[src/rtl/stream_mux_if.sv]
// Handshake bundle between N producer streams and one consumer around stream_mux.
// The slave modport is the mux's view; the master modport is the surrounding system's view.
interface stream_mux_if #(
    parameter int WIDTH  = 8,
    parameter int NUM_CH = 4,
    parameter int SEL_W  = (NUM_CH > 1) ? $clog2(NUM_CH) : 1
);
    logic [NUM_CH*WIDTH-1:0] data_i;
    logic [NUM_CH-1:0]       valid_i;
    logic [NUM_CH-1:0]       ready_o;
    logic [SEL_W-1:0]        sel_i;
    logic [WIDTH-1:0]        data_o;
    logic                    valid_o;
    logic                    ready_i;
    logic [SEL_W-1:0]        grant_o;

    modport slave (
        input  data_i, valid_i, sel_i, ready_i,
        output ready_o, data_o, valid_o, grant_o
    );

    modport master (
        output data_i, valid_i, sel_i, ready_i,
        input  ready_o, data_o, valid_o, grant_o
    );
endinterface

[src/rtl/stream_mux.sv]
// N:1 valid/ready stream multiplexer with a single registered output stage.
// MODE=0 takes the channel from sel_i; MODE=1 arbitrates round-robin over valid_i.
module stream_mux #(
    parameter int WIDTH  = 8,
    parameter int NUM_CH = 4,
    parameter int MODE   = 0
) (
    input logic         clk,
    input logic         reset_n,
    stream_mux_if.slave bus
);
    localparam int SEL_W = (NUM_CH > 1) ? $clog2(NUM_CH) : 1;

    logic                load_en;
    logic                has_pick;
    logic [SEL_W-1:0]    pick;
    logic [SEL_W-1:0]    last_grant;
    logic [WIDTH-1:0]    ch_data [NUM_CH];

    // The output register can take a word when empty or draining this cycle.
    // Gated by reset_n so no channel sees ready_o while reset is held.
    assign load_en = reset_n && (!bus.valid_o || bus.ready_i);

    // Unpack the flat channel bus and drive the one-hot ready per channel.
    for (genvar k = 0; k < NUM_CH; k++) begin : g_ch
        assign ch_data[k]     = bus.data_i[k*WIDTH +: WIDTH];
        assign bus.ready_o[k] = load_en && has_pick && (pick == SEL_W'(k));
    end

    // Choose the candidate channel; has_pick implies that channel is valid.
    always_comb begin
        int               idx;
        logic [SEL_W-1:0] idx_s;
        pick     = '0;
        has_pick = 1'b0;
        idx      = 0;
        idx_s    = '0;
        if (MODE == 0) begin
            // Out-of-range selects (non power-of-two NUM_CH) choose nothing.
            if (int'(bus.sel_i) < NUM_CH) begin
                pick     = bus.sel_i;
                has_pick = bus.valid_i[bus.sel_i];
            end
        end else begin
            // Search starts just after the last granted channel and wraps.
            for (int i = 1; i <= NUM_CH; i++) begin
                idx   = (int'(last_grant) + i) % NUM_CH;
                idx_s = SEL_W'(idx);
                if (!has_pick && bus.valid_i[idx_s]) begin
                    has_pick = 1'b1;
                    pick     = idx_s;
                end
            end
        end
    end

    // Output register and arbitration pointer; pointer moves only on a handshake.
    always_ff @(posedge clk or negedge reset_n) begin
        if (!reset_n) begin
            bus.valid_o <= 1'b0;
            bus.data_o  <= '0;
            bus.grant_o <= '0;
            last_grant  <= SEL_W'(NUM_CH - 1);
        end else if (load_en) begin
            if (has_pick) begin
                bus.valid_o <= 1'b1;
                bus.data_o  <= ch_data[pick];
                bus.grant_o <= pick;
                last_grant  <= pick;
            end else begin
                bus.valid_o <= 1'b0;
            end
        end
    end
endmodule

[src/flat_wrapper.sv]
// flat-port wrapper written by rule: the top's interface ports become plain ports
module stream_mux_flat 
#(
    parameter int WIDTH  = 8,
    parameter int NUM_CH = 4,
    parameter int MODE   = 0
)
  (clk, reset_n, bus_data_i, bus_valid_i, bus_sel_i, bus_ready_i, bus_ready_o, bus_data_o, bus_valid_o, bus_grant_o);
  stream_mux_if #(.WIDTH(WIDTH), .NUM_CH(NUM_CH)) bus_i ();
  input logic clk;
  input logic reset_n;
  input wire logic [$bits(bus_i.data_i)-1:0] bus_data_i;
  input wire logic [$bits(bus_i.valid_i)-1:0] bus_valid_i;
  input wire logic [$bits(bus_i.sel_i)-1:0] bus_sel_i;
  input wire logic [$bits(bus_i.ready_i)-1:0] bus_ready_i;
  output wire logic [$bits(bus_i.ready_o)-1:0] bus_ready_o;
  output wire logic [$bits(bus_i.data_o)-1:0] bus_data_o;
  output wire logic [$bits(bus_i.valid_o)-1:0] bus_valid_o;
  output wire logic [$bits(bus_i.grant_o)-1:0] bus_grant_o;
  assign bus_i.data_i = bus_data_i;
  assign bus_i.valid_i = bus_valid_i;
  assign bus_i.sel_i = bus_sel_i;
  assign bus_i.ready_i = bus_ready_i;
  assign bus_ready_o = bus_i.ready_o;
  assign bus_data_o = bus_i.data_o;
  assign bus_valid_o = bus_i.valid_o;
  assign bus_grant_o = bus_i.grant_o;
  stream_mux #(.WIDTH(WIDTH), .NUM_CH(NUM_CH), .MODE(MODE)) u_core (.clk(clk), .reset_n(reset_n), .bus(bus_i));
endmodule
[config.mk]
export PLATFORM = sky130hd
export DESIGN_NAME = stream_mux_flat
export DESIGN_NICKNAME = d
export VERILOG_FILES = /design/src/rtl/stream_mux_if.sv /design/src/rtl/stream_mux.sv /design/src/flat_wrapper.sv
export SDC_FILE = /design/constraint.sdc
export NUM_CORES = 1
export LEC_CHECK = 0
export BUFFER_PORTS_ARGS = -buffer_cell sky130_fd_sc_hd__buf_2
export CAP_MARGIN = 10
export CORE_ASPECT_RATIO = 0.9
export CORE_MARGIN = 1.5
export CORE_UTILIZATION = 35
export DETAILED_ROUTE_END_ITERATION = 10
export GPL_TIMING_DRIVEN = 0
export PLACE_DENSITY = 0.69
export SLEW_MARGIN = 30
export SYNTH_ARGS = -nofsm -noshare
export SYNTH_HDL_FRONTEND = slang
export SYNTH_SLANG_ARGS = --single-unit
[constraint.sdc]
create_clock -name clk -period 2.07 [get_ports clk]
set_input_delay 0.621 -clock clk [delete_from_list [all_inputs] [get_ports clk]]
set_output_delay 0.621 -clock clk [all_outputs]
set_load 0.05 [all_outputs]
==> out/results.ini, run 1 <==
[yosys]
ys_seq_area_share_pct = 36.0
synth_compound_area_share_pct = 3.44
synthSimpleGateAreaFrac_pct = 9.66
syn_nets = 91
synth_seq_cells = 11
synth_cells = 50
synth_cell_types = 18
synth.cell_area_um2 = 764
synth_mux_area_share_pct = 46.6
synth_fa_ha_area_share_pct = 0
avgSynthCellArea_um2 = 15.3
synth_top_family_by_area = multiplexers
yosys_warnings = 0
synth_xor_area_share_pct = 0

[sta]
fin_crit_ns = 2.03
drv_slew = 0
hold_violations = 0
setup_violations = 0
max_freq_ghz = 0.493
rsz0062_at_grt = false
period_share_pct = 97.9
setup_ws_ns = 0.0425
tightest_slew_ns = 0.255
skew_ns = 0.00501
slew_headroom_pct = 83.1

[detailed_routing]
vias = 695
postRouteAntennaNets = 0
wirelength_um = 1790
drtPass1Iterations = 3
wl_per_cell_um = 13.0
drc = 0
viasPerCell = 5.07
dr.first_iter.drc_count = 3

[worst_hold_path]
hold_path.class = primary input to async pin

[die]
die_x_um = 52.3
start_util_pct = 38.4
ios = 56
rows = 15
core_area_um2 = 1990
fp.dieArea_um2 = 2470
dieHeight_um = 47.3

[layout]
diodes = 0
layout_commonest_cell = buf_2
nets = 154
drive_gt1_share_pct = 76.8
final_cell_mix = buf_2, mux2_2, dfrtp_1, mux4_1, buf_4
area_growth_pct = 63.2

[setup_path]
slowest_delay_ns = 0.24
cp-start-kind = primary input
critical_path_class = primary input to output pin
crit_fanout = 5
worstSetupEndpointType = output pin
worstPathRequired_ns = 1.45
critPathArrivalTime_ns = 1.41
crit_family = simple AND/OR/NAND/NOR gates
slowest_stage = nor4b_4
cp_num_buf_inv = 2
path_cells = buf_2 > nand2b_4 > nand2_2 > nor4b_4 > buf_6

[global_route]
first_global_vias = 693
grt_pass1_wl_um = 2910
globalRouteOverflowTotal = 0
antenna_found_initial = 0
grt.total_usage_pct = 15.9
grt_start_max_net_pins = 13

[cts]
cts-hold-fix-buffers = 0
clock_latency_ns = 0.26
cts_tree = built
cts_buffer_depth = 2
clkSinkCount = 11
root_buffer = clkbuf_4
htree_levels = 1
cts_buffers = 3
clk_pin_slew_ns = 0.07

[placed_design]
hpwl_um = 1400
gp_congestion = 0.676
port_buffers = 54
preCtsSetupSlack_ns = -0.344

[power_and_ir_drop]
ir_drop_uv = 422
p_per_area_nw_per_um2 = 740
p_total_mw = 0.923
p_leak_nw = 0.614

[job]
drv_cap = 0

[outcome]
outcome = finished, final reports clean

worst register-to-register path: cells and delay by family (launching register included):
family / cells / cell delay, ns
muxes: 1 / 0.35
and+or+nand+nor: 2 / 0.25
DFF: 1 / 0.41
state kept, by name, indices dropped and copies added (netlist names):
name and count:
u_core.bus.grant_o 2, u_core.bus.valid_o 1, u_core.bus.data_o 8
cell usage after synthesis (all sizes together):
cell type	instances	area, um2
mux4	9	233
dfrtp	11	275
buf	2	15.0
a22o	2	17.5
nand2b	1	6.26
nand2	4	15.0
mux2	11	124
nand3	3	27.5
nor4b	1	8.76
a31o	1	8.76
clkbuf	2	17.5
nor3	1	5.00
nor2	1	3.75
nor3b	1	7.51
cell type report:
type	instances	area, um2
Buffer	4	75.1
Clock buffer	4	26.3
Fill cell	175	742
Multi-Input combinational cell	35	512
Sequential cell	11	275
Tap cell	25	31.3
Timing Repair Buffer	58	328
metal layers:
| layer | global-route usage, % | share of wire [%] | wire [um] |
|---|---|---|---|
| met3 | 3.50 | 11 | 190 |
| met2 | 28.9 | 48 | 856 |
| met4 | 4.62 | 0.78 | 14 |
| met1 | 19.4 | 41 | 725 |
| met5 | 0 | 0 | 0 |
path summary, 6_finish.rpt:
path	start	to	slack (ns)	cells after the start
worst max-delay path	bus_ready_i	bus_ready_o[0]	0.04	5
worst min-delay path	reset_n	u_core.bus.data_o[3]$_DFFE_PN0P_	0.15	1
worst max register to register	u_core.bus.valid_o$_DFFE_PN0P_	u_core.bus.data_o[0]$_DFFE_PN0P_	0.95	3
worst min register to register	u_core.bus.grant_o[0]$_DFFE_PN0P_	u_core.bus.grant_o[0]$_DFFE_PN0P_	0.50	1
max in group asynchronous	reset_n	u_core.bus.data_o[0]$_DFFE_PN0P_	1.80	1
min in group clk	u_core.bus.grant_o[0]$_DFFE_PN0P_	u_core.bus.grant_o[0]$_DFFE_PN0P_	0.50	1
what timing repair did:
| item | in CTS | in global routing |
|---|---|---|
| setup buffers | 0 | 4 |
| endpoints found under the hold margin | 0 | 0 |
| gates resized for setup | 11 | 3 |
| endpoints found under the setup margin | 4 | 4 |
logic make-up after synthesis:
group	Yosys count
flip-flops	11
AND/OR/NAND/NOR	12
AO/OA/AOI/OAI	3
multiplexers	20
buffers and inverters	4
power breakdown:
part / switching [mW] / internal [mW] / leakage, nW
combinational: 0.307 / 0.173 / 0.472
sequential: 0.0298 / 0.272 / 0.127
clock: 0.0665 / 0.0743 / 0.0150
metrics by stage:
step / utilization (%) / instance area (um2) / setup TNS [ns] / instances / hold WS, ns
after floorplan: - / 845 / -0.0975 / 50 / 0.325
after global placement: 57.6 / 1150 / -1.04 / 129 / 0.481
after detailed placement: 57.6 / 1150 / -1.14 / 129 / 0.491
after CTS: 60.8 / 1210 / 0 / 133 / 0.148
after global routing: 62.7 / 1250 / 0 / 137 / 0.145
final: 62.7 / 1250 / 0 / 137 / 0.147
No activity file was read; power rests on OpenSTA's default activity.
==> run 2, diff against run 1 <==
--- a/config.mk
+++ b/config.mk
@@ -5,14 +5,14 @@
 export SDC_FILE = /design/constraint.sdc
 export NUM_CORES = 1
 export LEC_CHECK = 0
-export BUFFER_PORTS_ARGS = -buffer_cell sky130_fd_sc_hd__buf_2
 export CAP_MARGIN = 10
 export CORE_ASPECT_RATIO = 0.9
 export CORE_MARGIN = 1.5
 export CORE_UTILIZATION = 35
 export DETAILED_ROUTE_END_ITERATION = 10
+export DONT_BUFFER_PORTS = 1
 export GPL_TIMING_DRIVEN = 0
-export PLACE_DENSITY = 0.69
+export PLACE_DENSITY = 0.47
 export SLEW_MARGIN = 30
 export SYNTH_ARGS = -nofsm -noshare
 export SYNTH_HDL_FRONTEND = slang
==> run 2 against run 1 <==
  * The flow now finishes with violations (setup timing)
  * Critical endpoint unchanged
  * First-iteration DRC count unchanged
  * Count of clock-buffer cells in the layout is the same
  * Critical path depth decreased by 2
  * Die area unchanged
  * Via count decreased by 23%
  * Clock skew down 0.00097 ns
==> out/results.ini, run 2 (synthesis results as in run 1) <==
[outcome]
outcome = finished, violations left
violations = setup timing

[layout]
diodes = 0  ; unchanged
area_growth_pct = 23.7
nets = 99  ; -36%
top_regs = u_core.bus.data_o (8), u_core.bus.grant_o (2), u_core.bus.valid_o (1)
top_register = u_core.bus.data_o
largest_reg_flops = 8  ; unchanged
drive_gt1_share_pct = 56.1  ; -21 points
final_cell_mix = mux2_2, dfrtp_1, mux4_1, nand2_1, clkbuf_4
regArea_um2 = 277  ; +0.45%
layout_commonest_cell = mux2_2
multi_input_area_um2 = 524  ; +2.4%
n_fill_cell = 176  ; +0.57%
final_cell_area_um2 = 946  ; -24%

[die]
die_x_um = 52.3  ; unchanged
ios = 56  ; unchanged
start_util_pct = 38.4  ; unchanged
core_area_um2 = 1990  ; unchanged
fp.dieArea_um2 = 2470  ; unchanged
dieHeight_um = 47.3  ; unchanged
rows = 15  ; unchanged

[detailed_routing]
drtPass1Iterations = 3  ; unchanged
vias = 534  ; -23%
dr.first_iter.drc_count = 3  ; unchanged
wl_met2_um = 1040  ; +21%
postRouteAntennaNets = 0  ; unchanged
wl_met3_um = 205  ; +7.9%
top_layer_used = met4
viasPerCell = 6.51  ; +28%
wl_per_cell_um = 22.6  ; +73%
wirelength_um = 1850  ; +3.6%
drt-met1-wl_um = 574  ; -21%
drc = 0  ; unchanged

[sta]
skew_ns = 0.00404  ; -0.000970 ns
drv_slew = 0  ; unchanged
hold_violations = 0  ; unchanged
setup-tns-final_ns = -0.716  ; -0.716 ns
tightest_slew_ns = 0.756  ; +0.501 ns
setup_violations = 4  ; +4
setup_ws_ns = -0.219  ; -0.262 ns
period_share_pct = 111  ; +13 points
fin_crit_ns = 2.29  ; +0.262 ns
rsz0062_at_grt = true
max_freq_ghz = 0.437  ; -11%
slew_headroom_pct = 49.4  ; -34 points

[power_and_ir_drop]
p_per_area_nw_per_um2 = 885  ; +20%
ir_drop_uv = 544  ; +29%
p_leak_nw = 0.387  ; -37%

[setup_path]
cp-start-kind = flop
r2r_cells = 5  ; +2
slowest_stage = nor4b_4
worstSetupEndpointType = output pin
worstPathRequired_ns = 1.45  ; about the same
critPathArrivalTime_ns = 1.67  ; +0.26 ns
path_cells = nand2b_4 > nand2_4 > nor4b_4
slowest_delay_ns = 0.65  ; +0.41 ns
critical_path_class = flop to output pin
crit_fanout = 3  ; -2

[global_route]
antenna_found_initial = 0  ; unchanged
first_global_vias = 618  ; -11%
globalRouteOverflowTotal = 0  ; unchanged
grt_pass1_wl_um = 2760  ; -5.2%
grt.total_usage_pct = 16.2  ; +0.25 points
grt_start_max_net_pins = 13  ; unchanged

[placed_design]
dpl-instance-area_um2 = 876  ; -24%
port_buffers = 0  ; -100%
gp_congestion = 0.628  ; -7.0%

[cts]
clkSinkCount = 11  ; unchanged
cts_buffers = 3  ; unchanged
cts_tree = built
root_buffer = clkbuf_4
cts_buffer_depth = 2  ; unchanged
clock_latency_ns = 0.26  ; about the same
htree_levels = 1  ; unchanged
clk_pin_slew_ns = 0.07  ; about the same
cts-hold-fix-buffers = 0  ; unchanged

[worst_hold_path]
hold_path.class = primary input to async pin

[job]
drv_cap = 0  ; unchanged

==> run 2: where the power goes <==
part,total [mW],switching (mW),internal [mW]
Clock,0.139,0.0650,0.0744
Combinational,0.175,0.0687,0.106
Sequential,0.522,0.253,0.269
==> run 2: cell type report <==
type,instances,share of cell area [%]
multi-input cells,35,55.4
clock buffers,4,2.78
flip-flops and latches,11,29.2
well taps,25,3.31
plain buffers,4,6.08
repair buffers,3,3.17
==> run 2: metrics by stage <==
stage          std cells  power [mW]  utilization (%)  hold slack, ns  setup WS [ns]
3_3_place_gp          75       0.673             44.0           0.326         -0.131
4_1_cts               82       0.842             47.2          0.0387         -0.259
6_report              82       0.837             47.5          0.0463         -0.219
5_1_grt               82       0.872             47.5          0.0281         -0.267
3_5_place_dp          75       0.689             44.0           0.326         -0.151
2_1_floorplan         50       0.654                -           0.325        -0.0975
==> run 2: worst max-delay path: cells and delay by family (launching register included) <==
family,cells,cell delay (ns)
AND/OR/NAND/NOR,3,0.87
flip-flops,1,0.53
==> run 2: metal layers <==
layer  global-route usage [%]  vias up
li1                         -      221
met1                     15.2      273
met2                     29.6       36
met3                     9.55        4
met4                     6.15        0
met5                        0        -
==> run 2: repair_timing <==
action	4_1_cts	5_1_grt
pin swaps	4	2
endpoints found under the setup margin	4	4
gates resized for setup	3	2
cloned	0	0
endpoints found under the hold margin	0	0
setup buffers	3	0
==> run 2: worst paths after layout <==
kind / from / end / slack [ns]
min in group clk: bus_ready_i / u_core.bus.valid_o$_DFFE_PN0P_ / 0.55
worst max register to register: u_core.bus.valid_o$_DFFE_PN0P_ / u_core.bus.data_o[1]$_DFFE_PN0P_ / 0.49
worst min register to register: u_core.bus.valid_o$_DFFE_PN0P_ / u_core.bus.valid_o$_DFFE_PN0P_ / 0.77
worst max-delay path: u_core.bus.valid_o$_DFFE_PN0P_ / bus_ready_o[0] / -0.22
worst min-delay path: reset_n / u_core.bus.valid_o$_DFFE_PN0P_ / 0.05
max in group asynchronous: reset_n / u_core.bus.valid_o$_DFFE_PN0P_ / 1.95
